[config.mk]
export PLATFORM = sky130hd
export DESIGN_NAME = npu_mac_array_flat
export DESIGN_NICKNAME = d
export VERILOG_FILES = /design/src/rtl/npu_mac_array_if.sv /design/src/rtl/npu_mac_array.sv /design/src/flat_wrapper.sv
export SDC_FILE = /design/constraint.sdc
export NUM_CORES = 1
export LEC_CHECK = 0
export BUFFER_PORTS_ARGS = -buffer_cell sky130_fd_sc_hd__buf_4
export CORE_MARGIN = 5
export CORE_UTILIZATION = 40
export CTS_BUF_LIST = sky130_fd_sc_hd__clkbuf_4 sky130_fd_sc_hd__clkbuf_8
export CTS_CLUSTER_DIAMETER = 80
export DETAILED_ROUTE_END_ITERATION = 10
export PLACE_DENSITY = 0.66
export SETUP_SLACK_MARGIN = 0.02
export SYNTH_ARGS = -nofsm -noshare
export SYNTH_HDL_FRONTEND = slang
export SYNTH_SLANG_ARGS = --single-unit
[constraint.sdc]
create_clock -name CLKEXT -period 15.25 [get_ports CLKEXT]
set_clock_uncertainty 0.05 [all_clocks]
set_input_delay 0.7625 -clock CLKEXT [delete_from_list [all_inputs] [get_ports CLKEXT]]
set_output_delay 0.7625 -clock CLKEXT [all_outputs]
set_load 0.005 [all_outputs]
[src/rtl/npu_mac_array_if.sv]
// Stream and control bundle for npu_mac_array: input beats, result stream,
// layer control and argmax status. Clock and reset stay outside as plain ports.
interface npu_mac_array_if #(
  parameter int LANES = 4,
  parameter int DW    = 8,
  parameter int ACC_W = 16,
  parameter int KW    = 10
);
  logic                   START;
  logic [KW-1:0]          K_LEN;
  logic [7:0]             N_GROUPS;
  logic                   RELU_EN;
  logic                   IN_VALID;
  logic                   IN_READY;
  logic [DW-1:0]          IN_X;
  logic [LANES*DW-1:0]    IN_W;
  logic [LANES*DW-1:0]    IN_BIAS;
  logic                   OUT_VALID;
  logic                   OUT_READY;
  logic [ACC_W-1:0]       OUT_DATA;
  logic                   OUT_LAST;
  logic                   BUSY;
  logic                   DONE;
  logic [ACC_W-1:0]       MAX_VAL;
  logic [7:0]             MAX_IDX;

  modport master (
    output START, K_LEN, N_GROUPS, RELU_EN, IN_VALID, IN_X, IN_W, IN_BIAS, OUT_READY,
    input  IN_READY, OUT_VALID, OUT_DATA, OUT_LAST, BUSY, DONE, MAX_VAL, MAX_IDX
  );

  modport slave (
    input  START, K_LEN, N_GROUPS, RELU_EN, IN_VALID, IN_X, IN_W, IN_BIAS, OUT_READY,
    output IN_READY, OUT_VALID, OUT_DATA, OUT_LAST, BUSY, DONE, MAX_VAL, MAX_IDX
  );
endinterface

[src/rtl/npu_mac_array.sv]
// LANES-wide signed MAC array with per-lane bias, optional ReLU, layer argmax,
// and a sequencer that serialises each group's lane results over a valid/ready stream.
module npu_mac_array #(
  parameter int LANES = 4,
  parameter int DW    = 8,
  parameter int ACC_W = 16,
  parameter int KW    = 10,
  parameter int SAT   = 1
) (
  input logic CLKEXT,
  input logic RST_N,
  npu_mac_array_if.slave bus
);

  localparam int LW = (LANES > 1) ? $clog2(LANES) : 1;
  localparam logic signed [ACC_W-1:0] ACC_MIN = {1'b1, {(ACC_W-1){1'b0}}};
  localparam logic signed [ACC_W-1:0] ACC_MAX = {1'b0, {(ACC_W-1){1'b1}}};

  typedef enum logic [1:0] {S_IDLE, S_ACCUM, S_DRAIN, S_FINISH} state_t;

  state_t                  state;
  logic [KW-1:0]           k_len_r;
  logic [7:0]              n_groups_r;
  logic                    relu_r;
  logic [KW-1:0]           beat;
  logic [7:0]              group;
  logic [LW-1:0]           lane;
  logic signed [ACC_W-1:0] acc [LANES];

  logic                    out_valid_r;
  logic signed [ACC_W-1:0] out_data_r;
  logic                    out_last_r;
  logic                    done_r;
  logic signed [ACC_W-1:0] max_val_r;
  logic [7:0]              max_idx_r;

  logic signed [2*DW-1:0]  prod    [LANES];
  logic signed [ACC_W-1:0] addend  [LANES];
  logic signed [ACC_W-1:0] base    [LANES];
  logic signed [ACC_W:0]   sum     [LANES];
  logic signed [ACC_W-1:0] acc_nxt [LANES];

  logic [LW-1:0]           lane_nxt;
  logic                    last_lane;
  logic                    last_group;
  logic                    last_beat;
  logic [7:0]              cur_idx;

  function automatic logic signed [ACC_W-1:0] post_act(input logic signed [ACC_W-1:0] v,
                                                       input logic en);
    return (en && v < 0) ? '0 : v;
  endfunction

  // One widened add per lane; the carry-out disagreeing with the sign bit marks overflow.
  always_comb begin
    for (int unsigned i = 0; i < LANES; i++) begin
      prod[i]   = $signed(bus.IN_X) * $signed(bus.IN_W[i*DW +: DW]);
      addend[i] = ACC_W'(prod[i]);
      base[i]   = (beat == '0) ? ACC_W'($signed(bus.IN_BIAS[i*DW +: DW])) : acc[i];
      sum[i]    = {base[i][ACC_W-1], base[i]} + {addend[i][ACC_W-1], addend[i]};
      if (SAT != 0 && sum[i][ACC_W] != sum[i][ACC_W-1])
        acc_nxt[i] = sum[i][ACC_W] ? ACC_MIN : ACC_MAX;
      else
        acc_nxt[i] = sum[i][ACC_W-1:0];
    end
  end

  always_comb begin
    lane_nxt   = lane + LW'(1);
    last_lane  = (lane == LW'(LANES - 1));
    last_group = (group == n_groups_r - 8'd1);
    last_beat  = (beat == k_len_r - KW'(1));
    cur_idx    = 8'((32'(group) * LANES) + 32'(lane));
  end

  always_ff @(posedge CLKEXT or negedge RST_N) begin
    if (!RST_N) begin
      state       <= S_IDLE;
      k_len_r     <= '0;
      n_groups_r  <= '0;
      relu_r      <= 1'b0;
      beat        <= '0;
      group       <= '0;
      lane        <= '0;
      for (int unsigned i = 0; i < LANES; i++) acc[i] <= '0;
      out_valid_r <= 1'b0;
      out_data_r  <= '0;
      out_last_r  <= 1'b0;
      done_r      <= 1'b0;
      max_val_r   <= ACC_MIN;
      max_idx_r   <= '0;
    end else begin
      done_r <= 1'b0;
      case (state)
        S_IDLE: begin
          if (bus.START) begin
            k_len_r    <= (bus.K_LEN == '0) ? KW'(1) : bus.K_LEN;
            n_groups_r <= bus.N_GROUPS;
            relu_r     <= bus.RELU_EN;
            max_val_r  <= ACC_MIN;
            max_idx_r  <= '0;
            beat       <= '0;
            group      <= '0;
            lane       <= '0;
            if (bus.N_GROUPS == 8'd0) begin
              state  <= S_FINISH;
              done_r <= 1'b1;
            end else begin
              state <= S_ACCUM;
            end
          end
        end

        S_ACCUM: begin
          if (bus.IN_VALID) begin
            for (int unsigned i = 0; i < LANES; i++) acc[i] <= acc_nxt[i];
            if (last_beat) begin
              // Lane 0 result is taken from the freshly summed value so it is valid next cycle.
              beat        <= '0;
              lane        <= '0;
              state       <= S_DRAIN;
              out_valid_r <= 1'b1;
              out_data_r  <= post_act(acc_nxt[0], relu_r);
              out_last_r  <= (LANES == 1) && last_group;
            end else begin
              beat <= beat + KW'(1);
            end
          end
        end

        S_DRAIN: begin
          if (bus.OUT_READY) begin
            if (out_data_r > max_val_r) begin
              max_val_r <= out_data_r;
              max_idx_r <= cur_idx;
            end
            if (last_lane) begin
              out_valid_r <= 1'b0;
              out_last_r  <= 1'b0;
              lane        <= '0;
              if (last_group) begin
                state  <= S_FINISH;
                done_r <= 1'b1;
              end else begin
                group <= group + 8'd1;
                state <= S_ACCUM;
              end
            end else begin
              lane       <= lane_nxt;
              out_data_r <= post_act(acc[lane_nxt], relu_r);
              out_last_r <= (lane_nxt == LW'(LANES - 1)) && last_group;
            end
          end
        end

        S_FINISH: state <= S_IDLE;

        default: state <= S_IDLE;
      endcase
    end
  end

  assign bus.IN_READY  = (state == S_ACCUM);
  assign bus.BUSY      = (state != S_IDLE);
  assign bus.OUT_VALID = out_valid_r;
  assign bus.OUT_DATA  = out_data_r;
  assign bus.OUT_LAST  = out_last_r;
  assign bus.DONE      = done_r;
  assign bus.MAX_VAL   = max_val_r;
  assign bus.MAX_IDX   = max_idx_r;

endmodule

[src/flat_wrapper.sv]
// flat-port wrapper written by rule: the top's interface ports become plain ports
module npu_mac_array_flat 
#(
  parameter int LANES = 4,
  parameter int DW    = 8,
  parameter int ACC_W = 16,
  parameter int KW    = 10,
  parameter int SAT   = 1
)
  (CLKEXT, RST_N, bus_START, bus_K_LEN, bus_N_GROUPS, bus_RELU_EN, bus_IN_VALID, bus_IN_X, bus_IN_W, bus_IN_BIAS, bus_OUT_READY, bus_IN_READY, bus_OUT_VALID, bus_OUT_DATA, bus_OUT_LAST, bus_BUSY, bus_DONE, bus_MAX_VAL, bus_MAX_IDX);
  npu_mac_array_if #(.LANES(LANES), .DW(DW), .ACC_W(ACC_W), .KW(KW)) bus_i ();
  input logic CLKEXT;
  input logic RST_N;
  input wire logic [$bits(bus_i.START)-1:0] bus_START;
  input wire logic [$bits(bus_i.K_LEN)-1:0] bus_K_LEN;
  input wire logic [$bits(bus_i.N_GROUPS)-1:0] bus_N_GROUPS;
  input wire logic [$bits(bus_i.RELU_EN)-1:0] bus_RELU_EN;
  input wire logic [$bits(bus_i.IN_VALID)-1:0] bus_IN_VALID;
  input wire logic [$bits(bus_i.IN_X)-1:0] bus_IN_X;
  input wire logic [$bits(bus_i.IN_W)-1:0] bus_IN_W;
  input wire logic [$bits(bus_i.IN_BIAS)-1:0] bus_IN_BIAS;
  input wire logic [$bits(bus_i.OUT_READY)-1:0] bus_OUT_READY;
  output wire logic [$bits(bus_i.IN_READY)-1:0] bus_IN_READY;
  output wire logic [$bits(bus_i.OUT_VALID)-1:0] bus_OUT_VALID;
  output wire logic [$bits(bus_i.OUT_DATA)-1:0] bus_OUT_DATA;
  output wire logic [$bits(bus_i.OUT_LAST)-1:0] bus_OUT_LAST;
  output wire logic [$bits(bus_i.BUSY)-1:0] bus_BUSY;
  output wire logic [$bits(bus_i.DONE)-1:0] bus_DONE;
  output wire logic [$bits(bus_i.MAX_VAL)-1:0] bus_MAX_VAL;
  output wire logic [$bits(bus_i.MAX_IDX)-1:0] bus_MAX_IDX;
  assign bus_i.START = bus_START;
  assign bus_i.K_LEN = bus_K_LEN;
  assign bus_i.N_GROUPS = bus_N_GROUPS;
  assign bus_i.RELU_EN = bus_RELU_EN;
  assign bus_i.IN_VALID = bus_IN_VALID;
  assign bus_i.IN_X = bus_IN_X;
  assign bus_i.IN_W = bus_IN_W;
  assign bus_i.IN_BIAS = bus_IN_BIAS;
  assign bus_i.OUT_READY = bus_OUT_READY;
  assign bus_IN_READY = bus_i.IN_READY;
  assign bus_OUT_VALID = bus_i.OUT_VALID;
  assign bus_OUT_DATA = bus_i.OUT_DATA;
  assign bus_OUT_LAST = bus_i.OUT_LAST;
  assign bus_BUSY = bus_i.BUSY;
  assign bus_DONE = bus_i.DONE;
  assign bus_MAX_VAL = bus_i.MAX_VAL;
  assign bus_MAX_IDX = bus_i.MAX_IDX;
  npu_mac_array #(.LANES(LANES), .DW(DW), .ACC_W(ACC_W), .KW(KW), .SAT(SAT)) u_core (.CLKEXT(CLKEXT), .RST_N(RST_N), .bus(bus_i));
endmodule
==> impl_metrics.ini <==
[yosys]
yosys_warnings = 0
synth_cell_types = 69
synth.area.top_cells = fa_1 (29%), dfrtp_1 (17%), ha_1 (11%)
synth_seq_area_share_pct = 17.4
netlist.area_leader.share_pct = 28.6
syn_inst = 2309
synth_most_common_cell = inv_1
async_flop_share_pct = 100
synth_nets = 2888
ys_seq_elements = 148
synth.avg_cell_area_sq_um = 9.21
synth-edff-count = 0
yosys_most_used_dff = dfrtp_1
synth_commonest_cells = inv_1 (398), fa_1 (304), nand2_1 (209)
syn-cell-area_sq_um = 21300
synth_top_area_cell = fa_1

[detailed_routing]
via_count = 16500
post-route-drc-count = 0
via_per_inst = 5.35
drt_wl_total_mm = 54.9
antenna_left = 0
post_drt_wl_per_cell_um = 17.8
drtIter0Drc = 1013
dr.pass1.iters = 6

[worst_hold_path]
hp-class = input port to asynchronous set/reset pin

[clocking]
cts-buffers-inserted = 17
cts_tree = done
ctsHtreeMaxLevel = 4
cts_buffer_depth = 2
cts_hold_buf = 0
cts.repair.resized = 0
clock_insertion_delay_worst_skew_ns = 0.47
numClockSinks = 148
cts_setup_buffers = 0
cts_root_buffer = clkbuf_8
cts.reportedPaths.clkPinSlew_ns = 0.10

[global_routing]
grt_max_degree = 88
grt_pass1_vias = 17300
track_usage_pct = 19.4
overflow = 0
antenna_found_initial = 0
grt_pass1_wl_mm = 91.3

[timing]
tns_ns = 0
tightest_slew_ns = 1.31
max_freq_mhz = 127
slew_headroom_pct = 12.9
min_period_ns = 7.87
min_period_over_period_pct = 51.6
slew_viol_final = 0
hold_violations = 0
rsz0062_at_grt = no
setup_violations = 0

[critical_path]
critical_path.startpoint = u_core.beat[0]
endpoint_kind = register
crit_type = register to register
start_kind = register
reg2reg_to = u_core.bus.OUT_DATA[14]
ff2ff_path_depth = 21
crit_arrival_ns = 8.22
cp.required_ns = 15.60
rr_startpoint = u_core.beat[0]
path_max_fanout = 32
r2r_setup_slack_ns = 7.38

[floorplan]
row_count = 84
die_h_um = 241
core-area_sq_um = 52700
start_util_pct = 40.4
die_w_um = 241
boundaryPins = 141
dieArea_sq_um = 57900

[layout]
area_growth_pct = 9.77
drive_gt1_share_pct = 10.4
layout.nets = 2961
utilization_pct = 44.3
fill_cells = 5052
diodes = 0
multiInputGateArea_sq_um = 15700
regArea_sq_um = 3700

[placement]
globalplace.congestion = 0.905
portBuffers = 140
hpwl_mm = 44.5

[status]
status = finished, final reports clean

[job]
maxCapViolations = 0
## critical path, stage by stage (launching register included)
cell and delay (ns):
dfrtp_1 0.44, inv_1 0.10, ha_1 0.15, nor4b_1 0.42, nand3_4 0.50, nor2_1 0.63
a21o_1 0.19, fa_1 0.43, fa_1 0.52, inv_1 0.06, fa_1 0.55, inv_1 0.05
fa_1 0.46, ha_1 0.30, ha_1 0.36, and3_1 0.20, nand2_1 0.06, o31ai_1 0.45
xor2_1 0.94, nor2_1 0.39, o21bai_1 0.34, o21ai_0 0.20
## routing by layer
metal	GRT usage, %	vias to the layer above	wire length [um]
met5	0	-	0
met4	4.59	0	1120
met3	2.75	64	3210
met2	33.9	453	27400
met1	25.7	8357	23200
li1	-	7624	-
## worst max path at each step
| stage | depth (start not counted) | end | slack (ns) |
|---|---|---|---|
| after CTS | 23 | u_core.acc[8] | 7.37 |
| final | 21 | u_core.bus.OUT_DATA[14] | 7.38 |
| after global routing | 21 | u_core.acc[7] | 6.70 |
| after floorplan | 25 | u_core.acc[46] | 9.03 |
| after global placement | 21 | u_core.bus.OUT_DATA[14] | 7.68 |
| after detailed placement | 23 | u_core.acc[8] | 7.39 |
## flip-flops by register name (all words and copies together), names as in the netlist
signal and count:
u_core.state 2, u_core.bus.DONE 1, u_core.relu_r 1, u_core.bus.OUT_VALID 1, u_core.lane 2, u_core.beat 10, u_core.n_groups_r 8, u_core.group 8
u_core.bus.MAX_VAL 16, u_core.acc 64, u_core.bus.OUT_DATA 16, u_core.k_len_r 10, u_core.bus.MAX_IDX 8, u_core.bus.OUT_LAST 1
## through the flow
| stage | worst slack (ns) | cells | cell area, sq um | hold WS, ns |
|---|---|---|---|---|
| floorplan | 9.03 | 2309 | 21300 | 0.410 |
| global placement | 7.68 | 3050 | 22900 | 0.435 |
| CTS | 7.37 | 3082 | 23300 | 0.329 |
| finish | 7.38 | 3083 | 23300 | 0.324 |
| global route | 6.70 | 3083 | 23300 | 0.367 |
| detailed placement | 7.39 | 3050 | 22900 | 0.450 |
## layout by cell type (no fill, tap or decap), types with 33 or more instances in the layout
cell and n:
mux2i_1 33, inv_1 398, fa_1 304, a21oi_1 104, o21ai_0 148, dfrtp_1 147
ha_1 179, nand2_1 208, xnor2_1 68, buf_4 154, nor2_1 91, and2_1 125
nand3_1 40
## logic make-up (layout without fill, tap and decap cells)
logic type	count (synthesis)	count (layout)	synth area share, %
adder cells (fa/ha/maj)	484	484	39.2
XOR/XNOR	101	101	4.23
AND/OR/NAND/NOR	583	583	13.5
buffers and inverters	499	585	8.90
flip-flops	148	148	17.4
multiplexers	75	75	4.63
AO/OA/AOI/OAI	419	419	12.1
## layout make-up
| type | instances | area share, % |
|---|---|---|
| flip-flops and latches | 148 | 15.9 |
| clock buffers | 17 | 1.00 |
| inverters | 398 | 6.40 |
| well taps | 688 | 3.69 |
| multi-input cells | 1662 | 67.2 |
| clock inverters | 15 | 0.815 |
| repair buffers | 155 | 5.00 |
Power is left out: the tool's default activity adds up to more than one toggle a clock period on the data nets, which glitch-free logic cannot reach.
